<file path="config.mk">
export PLATFORM = sky130hd
export DESIGN_NAME = vedic_multiplier_8bit
export DESIGN_NICKNAME = d
export VERILOG_FILES = /design/src/rtl/vedic_multiplier_8bit.sv
export SDC_FILE = /design/constraint.sdc
export NUM_CORES = 1
export LEC_CHECK = 0
export BUFFER_PORTS_ARGS = -buffer_cell sky130_fd_sc_hd__buf_2
export CAP_MARGIN = 20
export CORE_MARGIN = 1.5
export CORE_UTILIZATION = 45
export DETAILED_ROUTE_END_ITERATION = 16
export PLACE_DENSITY = 0.7
export SETUP_SLACK_MARGIN = 0.5
export SYNTH_ARGS = -nofsm -noshare
export SYNTH_HDL_FRONTEND = slang
export SYNTH_SLANG_ARGS = --single-unit
</file>
<file path="constraint.sdc">
create_clock -name clk -period 1.4 [get_ports clk]
set_input_delay 0.28 -clock clk [delete_from_list [all_inputs] [get_ports clk]]
set_output_delay 0.28 -clock clk [all_outputs]
set_load 0.1 [all_outputs]
</file>
<file path="src/rtl/vedic_multiplier_8bit.sv">
// Unsigned 8x8 Urdhva-Tiryagbhyam multiplier: 2x2 cells compose into 4x4 stages,
// which compose into the 8x8 core, followed by one registered output stage.

module vedic_2x2 (
    input  logic [1:0] a_i,
    input  logic [1:0] b_i,
    output logic [3:0] p_o
);
    logic cross_lo;
    logic cross_hi;
    logic vert_hi;
    logic c1;

    assign cross_lo = a_i[1] & b_i[0];
    assign cross_hi = a_i[0] & b_i[1];
    assign vert_hi  = a_i[1] & b_i[1];
    assign c1       = cross_lo & cross_hi;

    assign p_o[0] = a_i[0] & b_i[0];
    assign p_o[1] = cross_lo ^ cross_hi;
    assign p_o[2] = c1 ^ vert_hi;
    assign p_o[3] = c1 & vert_hi;
endmodule

module vedic_4x4 (
    input  logic [3:0] a_i,
    input  logic [3:0] b_i,
    output logic [7:0] p_o
);
    // Quadrant order: 0=LL, 1=HL (a high, b low), 2=LH (a low, b high), 3=HH
    logic [3:0] quad [4];

    generate
        for (genvar gi = 0; gi < 4; gi++) begin : g_quad
            vedic_2x2 u_cell (
                .a_i (a_i[(gi % 2) * 2 +: 2]),
                .b_i (b_i[(gi / 2) * 2 +: 2]),
                .p_o (quad[gi])
            );
        end
    endgenerate

    logic [5:0] upper;
    assign upper = {4'b0000, quad[0][3:2]}
                 + {2'b00, quad[1]}
                 + {2'b00, quad[2]}
                 + {quad[3], 2'b00};

    assign p_o = {upper, quad[0][1:0]};
endmodule

module vedic_8x8 (
    input  logic [7:0]  a_i,
    input  logic [7:0]  b_i,
    output logic [15:0] p_o
);
    logic [7:0] quad [4];

    generate
        for (genvar gi = 0; gi < 4; gi++) begin : g_quad
            vedic_4x4 u_stage (
                .a_i (a_i[(gi % 2) * 4 +: 4]),
                .b_i (b_i[(gi / 2) * 4 +: 4]),
                .p_o (quad[gi])
            );
        end
    endgenerate

    // (a*b)>>4 never exceeds 12 bits, so this sum cannot overflow.
    logic [11:0] upper;
    assign upper = {8'h00, quad[0][7:4]}
                 + {4'h0, quad[1]}
                 + {4'h0, quad[2]}
                 + {quad[3], 4'h0};

    assign p_o = {upper, quad[0][3:0]};
endmodule

module vedic_multiplier_8bit (
    input  logic        clk,
    input  logic        rst_n,
    input  logic        in_valid,
    input  logic [7:0]  a,
    input  logic [7:0]  b,
    output logic [15:0] result,
    output logic        out_valid
);
    logic [15:0] product;
    logic [15:0] result_q;
    logic [15:0] result_d;
    logic        valid_q;
    logic        valid_d;

    vedic_8x8 u_core (
        .a_i (a),
        .b_i (b),
        .p_o (product)
    );

    always_comb begin
        result_d = result_q;
        valid_d  = in_valid;
        if (in_valid) begin
            result_d = product;
        end
    end

    always_ff @(posedge clk or negedge rst_n) begin
        if (!rst_n) begin
            result_q <= 16'h0000;
            valid_q  <= 1'b0;
        end else begin
            result_q <= result_d;
            valid_q  <= valid_d;
        end
    end

    assign result    = result_q;
    assign out_valid = valid_q;
endmodule

</file>
After elaboration in Yosys (flattened, before gate mapping). Cells that the tools add are included. Widths: inputs -> output; s select.

Equal/unequal tests: 0. Div/mod/pow operators: 0. Reduce and logical (&&, ||, !) cells: 0. Shifts and indexed selects: 0. Muxes and demuxes: 0. $add $sub $neg: 15. Bitwise gates (word level): 128. $lt $le $gt $ge: 0. Multiply operators: 0.

Operator list (count): $and 1x1->1 (96); $xor 1x1->1 (32); $add 5x4->6 (4); $add 6x6->6 (4); $add 2x4->5 (4); $add 12x12->12 (1); $add 12x8->12 (1); $add 4x8->9 (1).

Flip-flop bits (word level): 17. Input bits: 19. Output and inout bits: 17. Latch bits: 0. RAM bits: 0. ROM bits: 0. Memories: 0.

Logic depth before layout (Yosys ltp). Gate-level depths: netlist of the first run.

Depth after elaboration: 9. Gate-level depth with buffers: 24. Depth with buffers taken out: 24.

Modules after synthesis. A second synthesis of the first run with hierarchy kept.

Cell total of the unflattened synthesis: 305. Area total of the unflattened synthesis: 3035.4 sq um.

Modules (own cells, without submodules): vedic_4x4 (area an instance 249.0 sq um, cells each 27, times used 4); vedic_2x2 (area an instance 50.0 sq um, cells each 6, times used 16); vedic_multiplier_8bit (area an instance 674.4 sq um, cells each 35, times used 1); vedic_8x8 (area an instance 564.3 sq um, cells each 66, times used 1).

Least setup slack after synthesis of the first run. OpenSTA, ideal clock, no wires.

Kind: in2reg. Start point: input a[3]. End point: register result_q[12], in the netlist result[12]. Stages on the path: 23. Path slack: -3.832 ns. Arrival time: 5.107 ns. Path through: and2_1 -> ha_1 -> ha_1 -> inv_1 -> fa_1 -> inv_1 -> fa_1 -> a21o_1 -> a21oi_1 -> xnor2_1 -> ha_1 -> nand2_1 -> o21ai_0 -> nand3_1 -> xor2_1 -> fa_1 -> inv_1 -> ha_1 -> and4_1 -> a211oi_1 -> o21ai_0 -> xor2_1 -> mux2_2.

Word-level cells in the longest chain between the ends: 9.

Ends and longest elaborated chain: start: declaration (line 83) `input logic [7:0] a,`; $and 1x1->1 (line 14) `assign cross_lo = a_i[1] & b_i[0];`; $and 1x1->1 (line 17) `assign c1 = cross_lo & cross_hi;`; $xor 1x1->1 / $and 1x1->1 (equally long branches) (line 21, 22); $add 2x4->5 (line 45) `+ {2'b00, quad[1]}`; $add 5x4->6 (line 46) `+ {2'b00, quad[2]}`; $add 6x6->6 (line 47) `+ {quad[3], 2'b00};`; $add 4x8->9 (line 72) `+ {4'h0, quad[1]}`; $add 12x8->12 (*) (line 73) `+ {4'h0, quad[2]}`; $add 12x12->12 (*) (line 74) `+ {quad[3], 4'h0};`; end signal: assignment (line 113) `result_q <= result_d;`; end: declaration (line 89) `logic [15:0] result_q;`.

Every way passes the cells marked *; elsewhere a longest branch is shown, timed or not. A chain may end at the register's enable or synchronous reset.

Worst setup path in the final report of the first run.
Start point: input b[1]. End point: register result_q[12], in the netlist result[12].

Word-level cells in the longest chain between the ends: 9.

Ends and longest elaborated chain: start: declaration (line 84) `input logic [7:0] b,`; $and 1x1->1 (line 15) `assign cross_hi = a_i[0] & b_i[1];`; $and 1x1->1 (line 17); $xor 1x1->1 / $and 1x1->1 (equally long branches) (line 21, 22); $add 2x4->5 (line 45); $add 5x4->6 (line 46); $add 6x6->6 (line 47); $add 4x8->9 (*) (line 72); $add 12x8->12 (*) (line 73); $add 12x12->12 (*) (line 74).

Marked as above.

==> results of run 1 <==
state kept, by name (all words and copies together), names as in the netlist:
| signal | count |
|---|---|
| out_valid | 1 |
| result | 16 |
per-stage QoR:
stage | power [mW] | utilization (%)
finish | 8.60 | 69.6
global placement | 7.33 | 64.5
global route | 9.25 | 69.6
detailed placement | 7.48 | 64.5
floorplan | 5.24 | -
CTS | 8.33 | 68.2
timing repair:
action	CTS	global route
pin swaps	28	9
endpoints found under the setup margin	32	48
gates resized for setup	37	13
buffers inserted	5	4
hold buffers	1	0
endpoints found under the hold margin	17	0
logic make-up (layout without fill, tap and decap cells):
family	count (synthesis)	count (layout)	share of synthesized area, %
XOR/XNOR	23	23	6.42
flip-flops	17	17	13.6
AND/OR/NAND/NOR	89	89	15.9
AO/OA/AOI/OAI	48	48	10.1
buffers and inverters	63	161	7.53
adder cells (fa/ha/maj)	92	92	42.9
multiplexers	10	10	3.59
placed cells by master (no fill, tap or decap), types with 3 or more instances in the layout:
cell type	synthesis	routed
sky130_fd_sc_hd__buf_12	0	17
sky130_fd_sc_hd__a21oi_1	16	8
sky130_fd_sc_hd__a21oi_2	1	8
sky130_fd_sc_hd__nor2_1	7	6
sky130_fd_sc_hd__fa_1	26	22
sky130_fd_sc_hd__xnor2_2	0	4
sky130_fd_sc_hd__ha_1	66	49
sky130_fd_sc_hd__inv_2	0	11
sky130_fd_sc_hd__mux2_4	0	8
sky130_fd_sc_hd__ha_4	0	17
sky130_fd_sc_hd__xor2_2	0	3
sky130_fd_sc_hd__buf_2	0	13
sky130_fd_sc_hd__inv_1	61	50
sky130_fd_sc_hd__nand2_1	16	14
sky130_fd_sc_hd__xnor2_1	13	9
sky130_fd_sc_hd__and2_1	55	47
sky130_fd_sc_hd__fa_2	0	4
sky130_fd_sc_hd__o21ai_2	0	4
sky130_fd_sc_hd__dfrtp_4	0	17
sky130_fd_sc_hd__buf_4	0	56
sky130_fd_sc_hd__buf_6	0	7
sky130_fd_sc_hd__a21o_1	14	14
sky130_fd_sc_hd__nand4_1	3	3
sky130_fd_sc_hd__clkbuf_8	0	3
sky130_fd_sc_hd__and2_4	0	8
sky130_fd_sc_hd__xor2_1	10	7
power breakdown:
part	total (mW)	internal (mW)	leakage [nW]	switching, mW
registers	1.03	0.814	0.186	0.211
clock network	0.384	0.203	0.0228	0.181
logic	7.19	3.44	2.21	3.75
total	8.60	4.46	2.42	4.14
cells in the mapped netlist (3+ instances only):
| cell | count |
|---|---|
| sky130_fd_sc_hd__a21o_1 | 14 |
| sky130_fd_sc_hd__a21oi_1 | 16 |
| sky130_fd_sc_hd__and2_1 | 55 |
| sky130_fd_sc_hd__dfrtp_1 | 17 |
| sky130_fd_sc_hd__fa_1 | 26 |
| sky130_fd_sc_hd__ha_1 | 66 |
| sky130_fd_sc_hd__inv_1 | 61 |
| sky130_fd_sc_hd__mux2_2 | 10 |
| sky130_fd_sc_hd__nand2_1 | 16 |
| sky130_fd_sc_hd__nand3_1 | 3 |
| sky130_fd_sc_hd__nand4_1 | 3 |
| sky130_fd_sc_hd__nor2_1 | 7 |
| sky130_fd_sc_hd__o21ai_0 | 6 |
| sky130_fd_sc_hd__xnor2_1 | 13 |
| sky130_fd_sc_hd__xor2_1 | 10 |
layer usage:
layer  GRT usage, %  share of wire [%]  vias up
li1               -                  -     1314
met1           29.7                 44     1306
met2           38.4                 49       56
met3           2.67                4.6       12
met4           7.48                2.3        0
met5              0                  0        -
area by class of cell:
class | instances | area share (%)
timing repair buffer | 96 | 19.9
clock buffer | 4 | 0.958
sequential | 17 | 10.4
multi-input combinational | 262 | 61.7
tap | 80 | 2.13
inverter | 61 | 4.87
worst min path at each step:
stage	from	to	slack, ns	cells after the start
2_1_floorplan	rst_n	out_valid	-0.02	0
5_1_grt	in_valid	out_valid	0.22	1
6_report	in_valid	out_valid	0.22	1
3_5_place_dp	rst_n	result[1]	0.23	1
4_1_cts	in_valid	out_valid	0.22	1
3_3_place_gp	rst_n	result[6]	0.22	1
==> metrics.sh, run 1 <==
DEPTH_OF_THE_MOST_CRITICAL_REG_TO_REG_PATH=2
FMAX_MHz=207
SKEW_FINAL_NS=0
SETUP_REPAIR_AFTER_GLOBAL_ROUTING_MISSED_ITS_MARGIN='true'
PLACE.GP.CONGESTION=0.853
HOLD_PATH.CLASS='input port to flip-flop'
LAYOUT-DRIVE-GT1-SHARE_PCT=44.3
RRSETUPSLACK_NS=0.40
MAXSLEWHEADROOM_PCT=81.7
WORSTSETUPPATHTYPE='input port to flip-flop'
LEAKAGE_nW=2.42
FIN_HOLD_WS_NS=0.216
VIOLATIONS='negative setup slack'
STATUS='complete, but fails checks'
PLACE_HPWL_MICRONS=6340
SEQCELLAREA_SQ_UM=489
CLK_ROOT_BUFFER_CELL='sky130_fd_sc_hd__clkbuf_8'
PATH_CELLS='buf_8, and2_4, ha_4, ha_4, inv_2, fa_1, inv_2, fa_2, xor2_2, buf_4, fa_2, a21o_1, a21oi_4, nor2_2, xnor2_2, fa_1, inv_2, ha_4, a21o_1, a211oi_2, o21ai_2, xor2_1, mux2_4'
TRITONCTS.NUM_BUFFERS=3
COREAREA_SQ_UM=6760
GRT_PASS1_WL_MICRONS=13200
POSTSYNTH.ASYNCRESETSHARE_PCT=100
PLACEDCELLCOUNT=506
POST_SYNTH_NUM_CELL_TYPES=31
SEQ_CELLS_POST_SYNTH=17
SLOWEST_DELAY_NS=0.53
SYN_AREA_SQ_UM=3140
TRITONCTS='built'
MULTIINPUTGATEAREA_SQ_UM=2900
CLK_PIN_SLEW_WORST_PATHS_NS=0.07
PORT_BUFFERS=35
SYNTH_FP_NETS=453
FP.DIEAREA_SQ_UM=7490
FINAL_NET_COUNT=552
WORST_R2R_STARTPOINT='result[6]'
CLOCK_SINK_COUNT=17
YOSYSSEQAREASHARE_PCT=13.6
POST_SYNTH_INST_COUNT=342
LAYOUT_WORST_PATH_CYCLE_SHARE_PCT=346
CLK_LATENCY_NS=0.26
POWERDENSITY_nW_PER_UM2=1830
CRIT_ARRIVAL_NS=4.99
INSERTEDDIODECOUNT=0
SUMMED_AREA_OF_NON_FILLER_CELLS_IN_THE_FINAL_LAYOUT_SQ_UM=4700
NETLIST.TOP_CELL.BY_AREA='sky130_fd_sc_hd__ha_1'
NUMBER_OF_TOP_LEVEL_PINS=36
SYNTH_EDF_COUNT=0
POSTROUTEANTENNANETS=0
LAYOUT.CELLS.NON_FILLER=520
VDD.IR_DROP.WORST_mV=1.11
SYNTH_TOP_AREA_SHARE_PCT=26.3
DETAILED_PLACE.AREA_SQ_UM=4360
FLOORPLAN.INITIALDENSITY_PCT=46.5
SETUP-VIOLATIONS-FINAL=14
YS_WARN_COUNT=0
CRIT_FANOUT=4
FIRST_PASS_ITERS=4
YS_TOP_CELLS_BY_AREA='sky130_fd_sc_hd__ha_1, sky130_fd_sc_hd__fa_1, sky130_fd_sc_hd__dfrtp_1, sky130_fd_sc_hd__and2_1, sky130_fd_sc_hd__inv_1'
PERIOD_MINUS_SLACK_NS=4.84
POSTSYNTHAREAPERCELL_SQ_UM=9.18
FINAL-HOLD-VIOLATION-COUNT=0
FP.DIEH_MICRONS=86.5
CRIT_REQUIRED_NS=1.55
TIGHTEST_SLEW_NS=0.273
CRIT_FAMILY='adder cells'
DRT-INITIAL-DRC-COUNT=57
GRT_OVERFLOW_TOTAL=0
WORST_SETUP_PATH_END_KIND='flip-flop'
CRITICAL_PATH_BUF_INV_COUNT=5
FIN_SETUP_TNS_NS=-34.67
LARGEST_NET_DEGREE_AT_THE_START_OF_GLOBAL_ROUTING=18
REG2REG_TO='result[6]'
POSTSYNTH.TOPFLOPCELL='sky130_fd_sc_hd__dfrtp_1'
WL_MICRONS=7740
ROWS=30
TRACK_USAGE_PCT=22.5
CAP_VIOLATIONS=0
CHIPWIDTH_MICRONS=86.5
DRC=0
HTREE_LEVELS=1
PRE_CTS_SLACK_NS=-3.72
TYPE_OF_ORIGIN_OF_THE_CRITICAL_PATH='input port'
SYN2LAYOUT_AREA_GROWTH_PCT=49.8
GRT_PASS1_VIAS=2944
NUM-FILL-CELLS=503
VIA_PER_INST=5.17
WORST_SETUP_PATH_ENDPOINT='result[12]'
CRITICAL_PATH_DEPTH=23
TIMING_MAX_TRANSITION_VIOLATIONS_FINAL=0
POST-ROUTE-WORST-SETUP-SLACK_NS=-3.44
POST_DRT_WL_PER_CELL_MICRONS=14.9
TOTAL_VIA_COUNT_AFTER_DETAILED_ROUTING=2688
CTS_BUFFER_DEPTH=2
GRT_ANTENNA_BEFORE_REPAIR=0
CP_SLOWEST_CELL='sky130_fd_sc_hd__fa_1'
CRIT_START='b[1]'
Power figures use the tool's default switching activity.
==> run 2: changes to the inputs <==
Settings changed: CORE_ASPECT_RATIO set to 0.7.
==> run 2 against run 1 <==
Cell count is 3.3% higher; core utilization is 1.3 points higher; count of clock-buffer cells in the layout is 1 lower; global-route usage is 0.38 points higher; sequential cell count stayed put; highest routed layer unchanged; clock power is 2% lower; first-iteration DRC count is 14% higher; worst hold slack better by 0.14 ns; register-to-register slack hardly changed; the flow still finishes with violations (negative setup slack); power is 1.0% higher.
==> metrics.sh, run 2 (synthesized netlist as in run 1, its figures left out) <==
STATUS='complete, but fails checks'
VIOLATIONS='negative setup slack'
NUMBER_OF_TOP_LEVEL_PINS=36  # unchanged
SLOWEST_DELAY_NS=0.53  # about the same
MOSTFREQUENTLAYOUTCELLS='sky130_fd_sc_hd__buf_4, sky130_fd_sc_hd__inv_1, sky130_fd_sc_hd__and2_1, sky130_fd_sc_hd__ha_1, sky130_fd_sc_hd__fa_1'
FINAL_COMMON_CELL='sky130_fd_sc_hd__buf_4'
NUM-FILL-CELLS=531  # +5.6%
CLK_PIN_SLEW_WORST_PATHS_NS=0.07  # about the same
POWERDENSITY_nW_PER_UM2=1810  # -0.86%
PORT_BUFFERS=35  # unchanged
CRIT_FANOUT=4  # unchanged
SETUP_REPAIR_AFTER_GLOBAL_ROUTING_MISSED_ITS_MARGIN='true'
CRIT_START='a[1]'
HTREE_LEVELS=1  # unchanged
VDD.IR_DROP.WORST_mV=1.68  # +52%
CRITICAL_PATH_BUF_INV_COUNT=5  # unchanged
CLK_ROOT_BUFFER_CELL='sky130_fd_sc_hd__clkbuf_8'
TRITONCTS='built'
POST_DRT_WL_PER_CELL_MICRONS=15.0  # +0.86%
GRT_OVERFLOW_TOTAL=0  # unchanged
INSERTEDDIODECOUNT=0  # unchanged
CAP_VIOLATIONS=0  # unchanged
FMAX_MHz=207  # +0.18%
PERIOD_MINUS_SLACK_NS=4.83  # -0.00883 ns
FLOORPLAN.INITIALDENSITY_PCT=46.5  # unchanged
GRT_ANTENNA_BEFORE_REPAIR=0  # unchanged
DRC=0  # unchanged
LARGEST_REG_FLOPS=16  # unchanged
SUMMED_AREA_OF_NON_FILLER_CELLS_IN_THE_FINAL_LAYOUT_SQ_UM=4790  # +1.9%
FIRST_PASS_ITERS=4  # unchanged
CP_SLOWEST_CELL='sky130_fd_sc_hd__fa_1'
LAYOUT-DRIVE-GT1-SHARE_PCT=45.1  # +0.83 points
CRIT_FAMILY='adder cells'
WL_MICRONS=8060  # +4.2%
SYN2LAYOUT_AREA_GROWTH_PCT=52.6
LAYOUT.CORE_UTILIZATION_PCT=70.9  # +1.3 points
TIMING_MAX_TRANSITION_VIOLATIONS_FINAL=0  # unchanged
SEQCELLAREA_SQ_UM=489  # unchanged
PATH_CELLS='buf_8, and2_4, ha_4, ha_4, inv_2, fa_1, inv_2, fa_2, xor2_2, ha_1, a21o_1, a21oi_2, o21ai_2, buf_4, xnor2_2, fa_1, inv_2, ha_4, o21ai_4, o211ai_2, a21oi_2, or4_1, a31oi_1'
POST-ROUTE-WORST-SETUP-SLACK_NS=-3.43  # +0.00883 ns
WORSTHOLDSTART='in_valid'
MULTIINPUTGATEAREA_SQ_UM=2930  # +0.82%
WORST_SETUP_PATH_END_KIND='flip-flop'
WORSTSETUPPATHTYPE='input port to flip-flop'
LAYOUT_WORST_PATH_CYCLE_SHARE_PCT=345  # -0.63 points
FP.DIEH_MICRONS=72.9  # -16%
DETAILED_PLACE.AREA_SQ_UM=4400  # +0.92%
FIN_TOTAL_PWR_mW=8.69  # +1.0%
CLOCK_SINK_COUNT=17  # unchanged
TRACK_USAGE_PCT=22.9  # +0.38 points
PRE_CTS_SLACK_NS=-3.76  # -0.0396 ns
CRIT_REQUIRED_NS=1.57  # +0.02 ns
PLACE_HPWL_MICRONS=6680  # +5.3%
TOTAL_VIA_COUNT_AFTER_DETAILED_ROUTING=2663  # -0.93%
MAXSLEWHEADROOM_PCT=78.5  # -3.2 points
TRITONCTS.NUM_BUFFERS=3  # unchanged
SETUP-VIOLATIONS-FINAL=14  # unchanged
DRT-INITIAL-DRC-COUNT=65  # +14%
WORST_R2R_STARTPOINT='result[2]'
FINAL_NET_COUNT=555  # +0.54%
FINAL-HOLD-VIOLATION-COUNT=0  # unchanged
POSTROUTEANTENNANETS=0  # unchanged
FP.DIEAREA_SQ_UM=7490  # +0.10%
GRT_PASS1_WL_MICRONS=13200  # -0.26%
TYPE_OF_ORIGIN_OF_THE_CRITICAL_PATH='input port'
GRT_PASS1_VIAS=2852  # -3.1%
COREAREA_SQ_UM=6760  # unchanged
LAYOUT.CELLS.NON_FILLER=537  # +3.3%
LARGEST_NET_DEGREE_AT_THE_START_OF_GLOBAL_ROUTING=18  # unchanged
CRIT_ARRIVAL_NS=5.00  # about the same
LEAKAGE_nW=2.43  # +0.53%
VIA_PER_INST=4.96  # -4.1%
CTS_BUFFER_DEPTH=2  # unchanged
PLACEDCELLCOUNT=523  # +3.4%
TIGHTEST_SLEW_NS=0.321  # +0.0473 ns
SKEW_FINAL_NS=0  # unchanged
ROWS=25  # -17%
CHIPWIDTH_MICRONS=103  # +19%
PLACE.GP.CONGESTION=0.871  # +2.1%
CLK_LATENCY_NS=0.26  # about the same
HOLD_PATH.CLASS='input port to flip-flop'
==> run 2: changes by cell type in the layout (fill, tap and decap cells not counted), sizes merged <==
cell and delta:
buf +3, clkbuf -1, clkinv +1
==> run 2: worst register-to-register path, stage by stage (launching register included) <==
cell                      delay (ns)
sky130_fd_sc_hd__dfrtp_4        0.49
sky130_fd_sc_hd__buf_4          0.14
sky130_fd_sc_hd__mux2_4         0.26
==> run 2: layout make-up <==
| cell class | count | share of cell area (%) |
|---|---|---|
| multi-input combinational | 262 | 61.1 |
| timing repair buffer | 99 | 20.5 |
| sequential | 17 | 10.2 |
| inverter | 61 | 4.78 |
| tap | 94 | 2.45 |
| clock buffer | 3 | 0.862 |
| clock inverter | 1 | 0.104 |
==> run 2: power by group <==
part / leakage (nW) / internal [mW] / switching, mW / total, mW
registers: 0.186 / 0.814 / 0.210 / 1.02
clock network: 0.0255 / 0.198 / 0.179 / 0.377
logic: 2.22 / 3.50 / 3.79 / 7.29
==> run 2: worst paths after layout <==
kind / slack, ns / endpoint / depth (start not counted)
worst max-delay path: -3.43 / result[15] / 23
worst min-delay path: 0.35 / result[11] / 2
worst max register to register: 0.40 / result[2] / 2
worst min register to register: 0.58 / result[9] / 1
max in group asynchronous: 0.71 / result[15] / 2
min in group asynchronous: 0.45 / result[1] / 2
==> run 2: stage by stage <==
step	setup TNS, ns	hold slack [ns]
6_report	-34.70	0.353
5_1_grt	-36.51	0.367
4_1_cts	-34.35	0.350
3_5_place_dp	-38.97	0.229
3_3_place_gp	-38.41	0.223
2_1_floorplan	-33.43	-0.0156
==> run 2: repair_timing <==
action | in CTS | in global routing
setup buffers | 3 | 6
setup endpoints to repair | 32 | 49
hold buffers | 1 | 0
gates resized for setup | 24 | 33
hold endpoints to repair | 17 | 0
pin swaps | 13 | 26
==> run 2: routing by layer <==
layer | share of wire, % | GRT usage (%)
met1 | 50 | 32.6
met2 | 44 | 36.7
met3 | 4.4 | 4.98
met4 | 1.2 | 3.60
met5 | 0 | 0
